File: src/rtl/load_store_unit.sv
// load_store_unit
//   RV32I load/store unit between a core request port and a single-word
//   memory port. It accepts one request at a time, checks alignment and
//   funct3, drives one memory access with byte-lane enables, and returns a
//   one-cycle response with the extended load data or an error.
//
// Ports
//   clk, rst_n             clock, synchronous active-low reset
//   req_valid/req_ready    request handshake (see below)
//   req_we, funct3         1=store/0=load; RV32I width/sign encoding
//   addr, wdata            byte address, right-aligned store data
//   resp_valid, rdata, err one-cycle response; rdata/err are 0 otherwise
//   mem_req, mem_we        memory request and write enable, held until ack/timeout
//   mem_be, mem_addr       byte-lane enables, word-aligned address
//   mem_wdata              store data replicated into every lane
//   mem_ack, mem_rdata     memory completion and read word
//   state_dbg              current FSM state (IDLE=0, ACCESS=1, RESP=2)
//
// Handshake: a request transfers on a rising edge where req_valid and
// req_ready are both 1. req_ready is high only in IDLE and outside reset;
// the core keeps req_valid and the request fields stable until it transfers.
// On the memory side mem_req and its qualifiers stay constant until an edge
// with mem_ack=1, or until the wait counter expires.
module load_store_unit #(
  parameter int N       = 32,
  parameter int TIMEOUT = 15
) (
  input  logic         clk,
  input  logic         rst_n,
  input  logic         req_valid,
  output logic         req_ready,
  input  logic         req_we,
  input  logic [2:0]   funct3,
  input  logic [N-1:0] addr,
  input  logic [N-1:0] wdata,
  output logic         resp_valid,
  output logic [N-1:0] rdata,
  output logic         err,
  output logic         mem_req,
  output logic         mem_we,
  output logic [3:0]   mem_be,
  output logic [N-1:0] mem_addr,
  output logic [N-1:0] mem_wdata,
  input  logic         mem_ack,
  input  logic [N-1:0] mem_rdata,
  output logic [1:0]   state_dbg
);

  typedef enum logic [1:0] {
    IDLE   = 2'd0,
    ACCESS = 2'd1,
    RESP   = 2'd2
  } state_t;

  state_t       state;
  logic         req_we_q;
  logic [2:0]   funct3_q;
  logic [N-1:0] addr_q;
  logic [N-1:0] wdata_q;
  logic [7:0]   wait_cnt;
  logic [N-1:0] rdata_q;
  logic         err_q;

  // Incoming request checks, evaluated in IDLE before anything is registered.
  logic req_legal;
  logic req_misaligned;

  always_comb begin
    req_legal = 1'b0;
    if (req_we) begin
      req_legal = (funct3 == 3'b000) || (funct3 == 3'b001) || (funct3 == 3'b010);
    end else begin
      req_legal = (funct3 == 3'b000) || (funct3 == 3'b001) || (funct3 == 3'b010) ||
                  (funct3 == 3'b100) || (funct3 == 3'b101);
    end
    req_misaligned = ((funct3[1:0] == 2'b01) && addr[0]) ||
                     ((funct3[1:0] == 2'b10) && (addr[1:0] != 2'b00));
  end

  // Memory-side view of the registered request. funct3[1:0] is the access
  // size (00 byte, 01 half, 10 word); the sign bit funct3[2] does not matter here.
  logic [3:0]   be_q;
  logic [N-1:0] wdata_rep_q;

  always_comb begin
    case (funct3_q[1:0])
      2'b00: begin
        be_q        = 4'b0001 << addr_q[1:0];
        wdata_rep_q = {4{wdata_q[7:0]}};
      end
      2'b01: begin
        be_q        = 4'b0011 << addr_q[1:0];
        wdata_rep_q = {2{wdata_q[15:0]}};
      end
      default: begin
        be_q        = 4'b1111;
        wdata_rep_q = wdata_q;
      end
    endcase
  end

  // Load result: shift the addressed lane down to bit 0, then extend.
  logic [N-1:0] lane;
  logic [N-1:0] load_val;

  always_comb begin
    lane = mem_rdata >> {addr_q[1:0], 3'b000};
    case (funct3_q)
      3'b000:  load_val = {{(N-8){lane[7]}}, lane[7:0]};
      3'b001:  load_val = {{(N-16){lane[15]}}, lane[15:0]};
      3'b100:  load_val = {{(N-8){1'b0}}, lane[7:0]};
      3'b101:  load_val = {{(N-16){1'b0}}, lane[15:0]};
      default: load_val = mem_rdata;
    endcase
  end

  always_ff @(posedge clk) begin
    if (!rst_n) begin
      state    <= IDLE;
      req_we_q <= 1'b0;
      funct3_q <= 3'b000;
      addr_q   <= '0;
      wdata_q  <= '0;
      wait_cnt <= 8'd0;
      rdata_q  <= '0;
      err_q    <= 1'b0;
    end else begin
      case (state)
        IDLE: begin
          rdata_q <= '0;
          err_q   <= 1'b0;
          if (req_valid) begin
            req_we_q <= req_we;
            funct3_q <= funct3;
            addr_q   <= addr;
            wdata_q  <= wdata;
            wait_cnt <= 8'd0;
            if (!req_legal || req_misaligned) begin
              // Rejected before reaching memory: straight to the response.
              err_q <= 1'b1;
              state <= RESP;
            end else begin
              state <= ACCESS;
            end
          end
        end
        ACCESS: begin
          // An ack in the same cycle the counter expires still completes normally.
          if (mem_ack) begin
            rdata_q <= req_we_q ? '0 : load_val;
            err_q   <= 1'b0;
            state   <= RESP;
          end else if (wait_cnt == 8'(TIMEOUT - 1)) begin
            rdata_q <= '0;
            err_q   <= 1'b1;
            state   <= RESP;
          end else begin
            wait_cnt <= wait_cnt + 8'd1;
          end
        end
        RESP: begin
          rdata_q <= '0;
          err_q   <= 1'b0;
          state   <= IDLE;
        end
        default: begin
          state <= IDLE;
        end
      endcase
    end
  end

  // Outputs are flop values gated by the registered state, so they are
  // glitch-free and read 0 whenever their qualifying state is not active.
  always_comb begin
    req_ready  = (state == IDLE) && rst_n;
    resp_valid = (state == RESP);
    rdata      = resp_valid ? rdata_q : '0;
    err        = resp_valid ? err_q : 1'b0;
    mem_req    = (state == ACCESS);
    mem_we     = mem_req ? req_we_q : 1'b0;
    mem_be     = mem_req ? be_q : 4'b0000;
    mem_addr   = mem_req ? {addr_q[N-1:2], 2'b00} : '0;
    mem_wdata  = mem_req ? wdata_rep_q : '0;
    state_dbg  = state;
  end

endmodule

File: config.mk
export PLATFORM = sky130hd
export DESIGN_NAME = load_store_unit
export DESIGN_NICKNAME = d
export VERILOG_FILES = /design/src/rtl/load_store_unit.sv
export SDC_FILE = /design/constraint.sdc
export NUM_CORES = 1
export LEC_CHECK = 0
export BUFFER_PORTS_ARGS = -buffer_cell sky130_fd_sc_hd__clkbuf_2
export CAP_MARGIN = 20
export CELL_PAD_IN_SITES_DETAIL_PLACEMENT = 1
export CELL_PAD_IN_SITES_GLOBAL_PLACEMENT = 1
export CORE_MARGIN = 5
export CORE_UTILIZATION = 30
export CTS_CLUSTER_DIAMETER = 40
export DETAILED_ROUTE_END_ITERATION = 8
export PLACE_DENSITY = 0.79
export SLEW_MARGIN = 5
export SYNTH_ARGS = -nofsm -noshare
export SYNTH_HDL_FRONTEND = slang
export SYNTH_SLANG_ARGS = --single-unit
File: constraint.sdc
create_clock -name clk -period 2.5 [get_ports clk]
set_clock_uncertainty 0.2 [all_clocks]
set_input_delay 0.125 -clock clk [delete_from_list [all_inputs] [get_ports clk]]
set_output_delay 0.125 -clock clk [all_outputs]
set_load 0.05 [all_outputs]
==> results.json <==
{
  "status": "complete, no violations",
  "final_nets": 1136,
  "worstSetupPathType": "reg2out",
  "critical_path_arrival_ns": 2.04,
  "postCtsSetupRepairBufs": 0,
  "cp-end-kind": "output port",
  "tightest_slew_ns": 0.771,
  "p_int_w": 0.00311,
  "switchingPower_w": 0.00154,
  "netlist.area_leader.share_pct": 38.6,
  "start_kind": "flop",
  "hold_violations": 0,
  "setup_viol": 0,
  "syn2layout_area_growth_pct": 51.4,
  "stdcell_area_um2": 8710,
  "grtUsageTotal_pct": 21.5,
  "synth_top_cell_by_area": "dfxtp_1",
  "grt_pass1_vias": 7040,
  "setup_slack_ns": 0.130,
  "grt_start_max_net_pins": 51,
  "power_density_nw_per_um2": 535,
  "crit_path_max_fanout": 29,
  "tns_ns": 0,
  "die_h_um": 148,
  "cts_buffers": 9,
  "routedWlPerCell_um": 19.2,
  "relSlewSlack_pct": 48.1,
  "dp_hpwl_um": 16200,
  "drive_gt1_share_pct": 28.3,
  "placed_cell_area_um2": 7440,
  "clockRootBuffer": "clkbuf_16",
  "ir_worst_vdd_uv": 332,
  "initialDrtViolationCount": 253,
  "gp_congestion": 0.872,
  "hold_class": "in2reg",
  "drt_pass1_iterations": 4,
  "ys_warn_count": 0,
  "port_buffers": 208,
  "synthFlopType": "dfxtp_1",
  "yosysSeqAreaShare_pct": 38.6,
  "clkSinkCount": 111,
  "synthTopCellsByArea": "dfxtp_1, nand2_1, a21oi_1, and2_1, mux2i_1",
  "grt_remaining_overflow": 0,
  "dr_total_vias": 6477,
  "ys_ff_latch": 111,
  "synth_edf_count": 0,
  "dieWidth_um": 148,
  "power_w": 0.00466,
  "ios": 211,
  "drc_errors": 0,
  "drv_cap": 0,
  "fmax_ghz": 0.422,
  "cpMaxStageDelayCell": "dfxtp_2",
  "path_cells": "buf_4 -> buf_4 -> mux2i_1 -> nor2_2 -> clkbuf_2",
  "viasPerCell": 5.11,
  "async_flop_share_pct": 0,
  "insertion_delay_ns": 0.36,
  "ant_nets": 0,
  "timing.final.crit_share_pct": 94.8,
  "crit_buf_inv": 3,
  "p_leak_nw": 3.49,
  "path_common_cell": "buf_4",
  "rows": 50,
  "cts_max_level": 3,
  "cpLargestDelayFamily": "buffers and inverters",
  "coreArea_um2": 18800,
  "avgSynthCellArea_um2": 7.65,
  "num-fill-cells": 2268,
  "start_util_pct": 30.7,
  "cts_max_path_buffers": 2,
  "postSynthCellCount": 752,
  "most-common-layout-cells": "clkbuf_2, nand2_1, dfxtp_1",
  "die_area_um2": 22000,
  "pwr-share-comb_pct": 24.4,
  "slew_viol_final": 0,
  "grt_pass1_wl_um": 38000,
  "drt-total-wl_um": 24300,
  "clkPwrFrac_pct": 33.4,
  "power_frac_seq_pct": 42.2,
  "cts_tree": "built",
  "critPathMaxStageDelay_ns": 0.48,
  "finalCriticalPeriod_ns": 2.37,
  "antenna_found_initial": 2,
  "worstPathRequired_ns": 2.17,
  "clkSlewWorstSetupHoldPaths_ns": 0.08,
  "fin_util_pct": 46.4,
  "rsz0062_at_grt": "false",
  "swShare_pct": 33.1,
  "place_ws_ns": 0.270,
  "final_common_cell": "clkbuf_2",
  "synth_cell_types": 47,
  "syn_area_um2": 5750
}
[final cells by class]
class	count	area, um2	share of cell area (%)
Tap cell	234	293	3.36
Antenna cell	2	5.00	0.0575
Clock buffer	9	225	2.59
Clock inverter	7	90.1	1.03
Inverter	17	63.8	0.733
Multi-Input combinational cell	559	3300	37.8
Timing Repair Buffer	328	2510	28.8
Sequential cell	111	2230	25.6
[final timing paths]
kind,start,endpoint,cells past startpoint,slack (ns)
setup reg to reg,state_dbg[0],rdata_q[19],6,0.26
hold / removal,mem_rdata[30],rdata_q[30],3,0.02
hold reg to reg,addr_q[7],addr_q[7],2,0.25
setup / recovery,funct3_q[1],mem_wdata[18],5,0.13
[state kept, by name, indices dropped and copies added (netlist names)]
register,flops
funct3_q,3
addr_q,32
wdata_q,32
err_q,1
rdata_q,32
req_we_q,1
wait_cnt,8
state_dbg,2
[per-stage QoR]
step	cells	hold slack, ns
floorplan	753	0.0610
global placement	1155	0.148
detailed placement	1155	0.156
CTS	1265	0.00564
global route	1267	0.0161
finish	1267	0.0249
[what timing repair did]
item	4_1_cts	5_1_grt
gates resized for setup	1	1
hold endpoints to repair	94	0
endpoints found under the setup margin	5	3
hold buffers	94	0
gates cloned	0	0
[worst min-delay path: stages]
cell and delay (ns):
clkbuf_2 0.12, o21ai_0 0.10, o32ai_2 0.20
[kinds of logic (layout without fill, tap and decap cells)]
logic type                 after synthesis  in the layout  share of synthesized area [%]
AOI/OAI and AO/OA                      214            214                           24.0
adders and majority gates                6              6                           1.30
and+or+nand+nor                        310            310                           25.2
muxes                                   27             27                           4.70
buffers and inverters                   83            361                           6.15
other                                    1              4                         0.0652
DFF                                    111            111                           38.6
[layer usage]
| layer | share of wire [%] | GRT usage, % | up-vias |
|---|---|---|---|
| met5 | 0 | 0 | - |
| met4 | 3.3 | 8.22 | 0 |
| met3 | 5.8 | 5.58 | 49 |
| met2 | 50 | 37.5 | 224 |
| met1 | 41 | 25.2 | 3087 |
| li1 | - | - | 3117 |
[power groups by stage]
stage	Sequential, W	Combinational [W]	Clock [W]
after floorplan	0.00198	0.000673	0
after global placement	0.00200	0.000977	0
after detailed placement	0.00200	0.000996	0
after CTS	0.00196	0.00112	0.00160
after global routing	0.00198	0.00123	0.00165
final	0.00197	0.00114	0.00155
[synth_stat cells (10+ instances only)]
| cell type | n |
|---|---|
| a21oi_1 | 110 |
| and2_1 | 75 |
| buf_2 | 10 |
| clkbuf_1 | 42 |
| dfxtp_1 | 111 |
| inv_1 | 16 |
| mux2i_1 | 27 |
| nand2_1 | 168 |
| nor2_1 | 38 |
| o21ai_0 | 26 |
| o21ai_1 | 18 |
| o32ai_1 | 14 |
| o32ai_2 | 10 |
(Power assumes the default switching activity.)
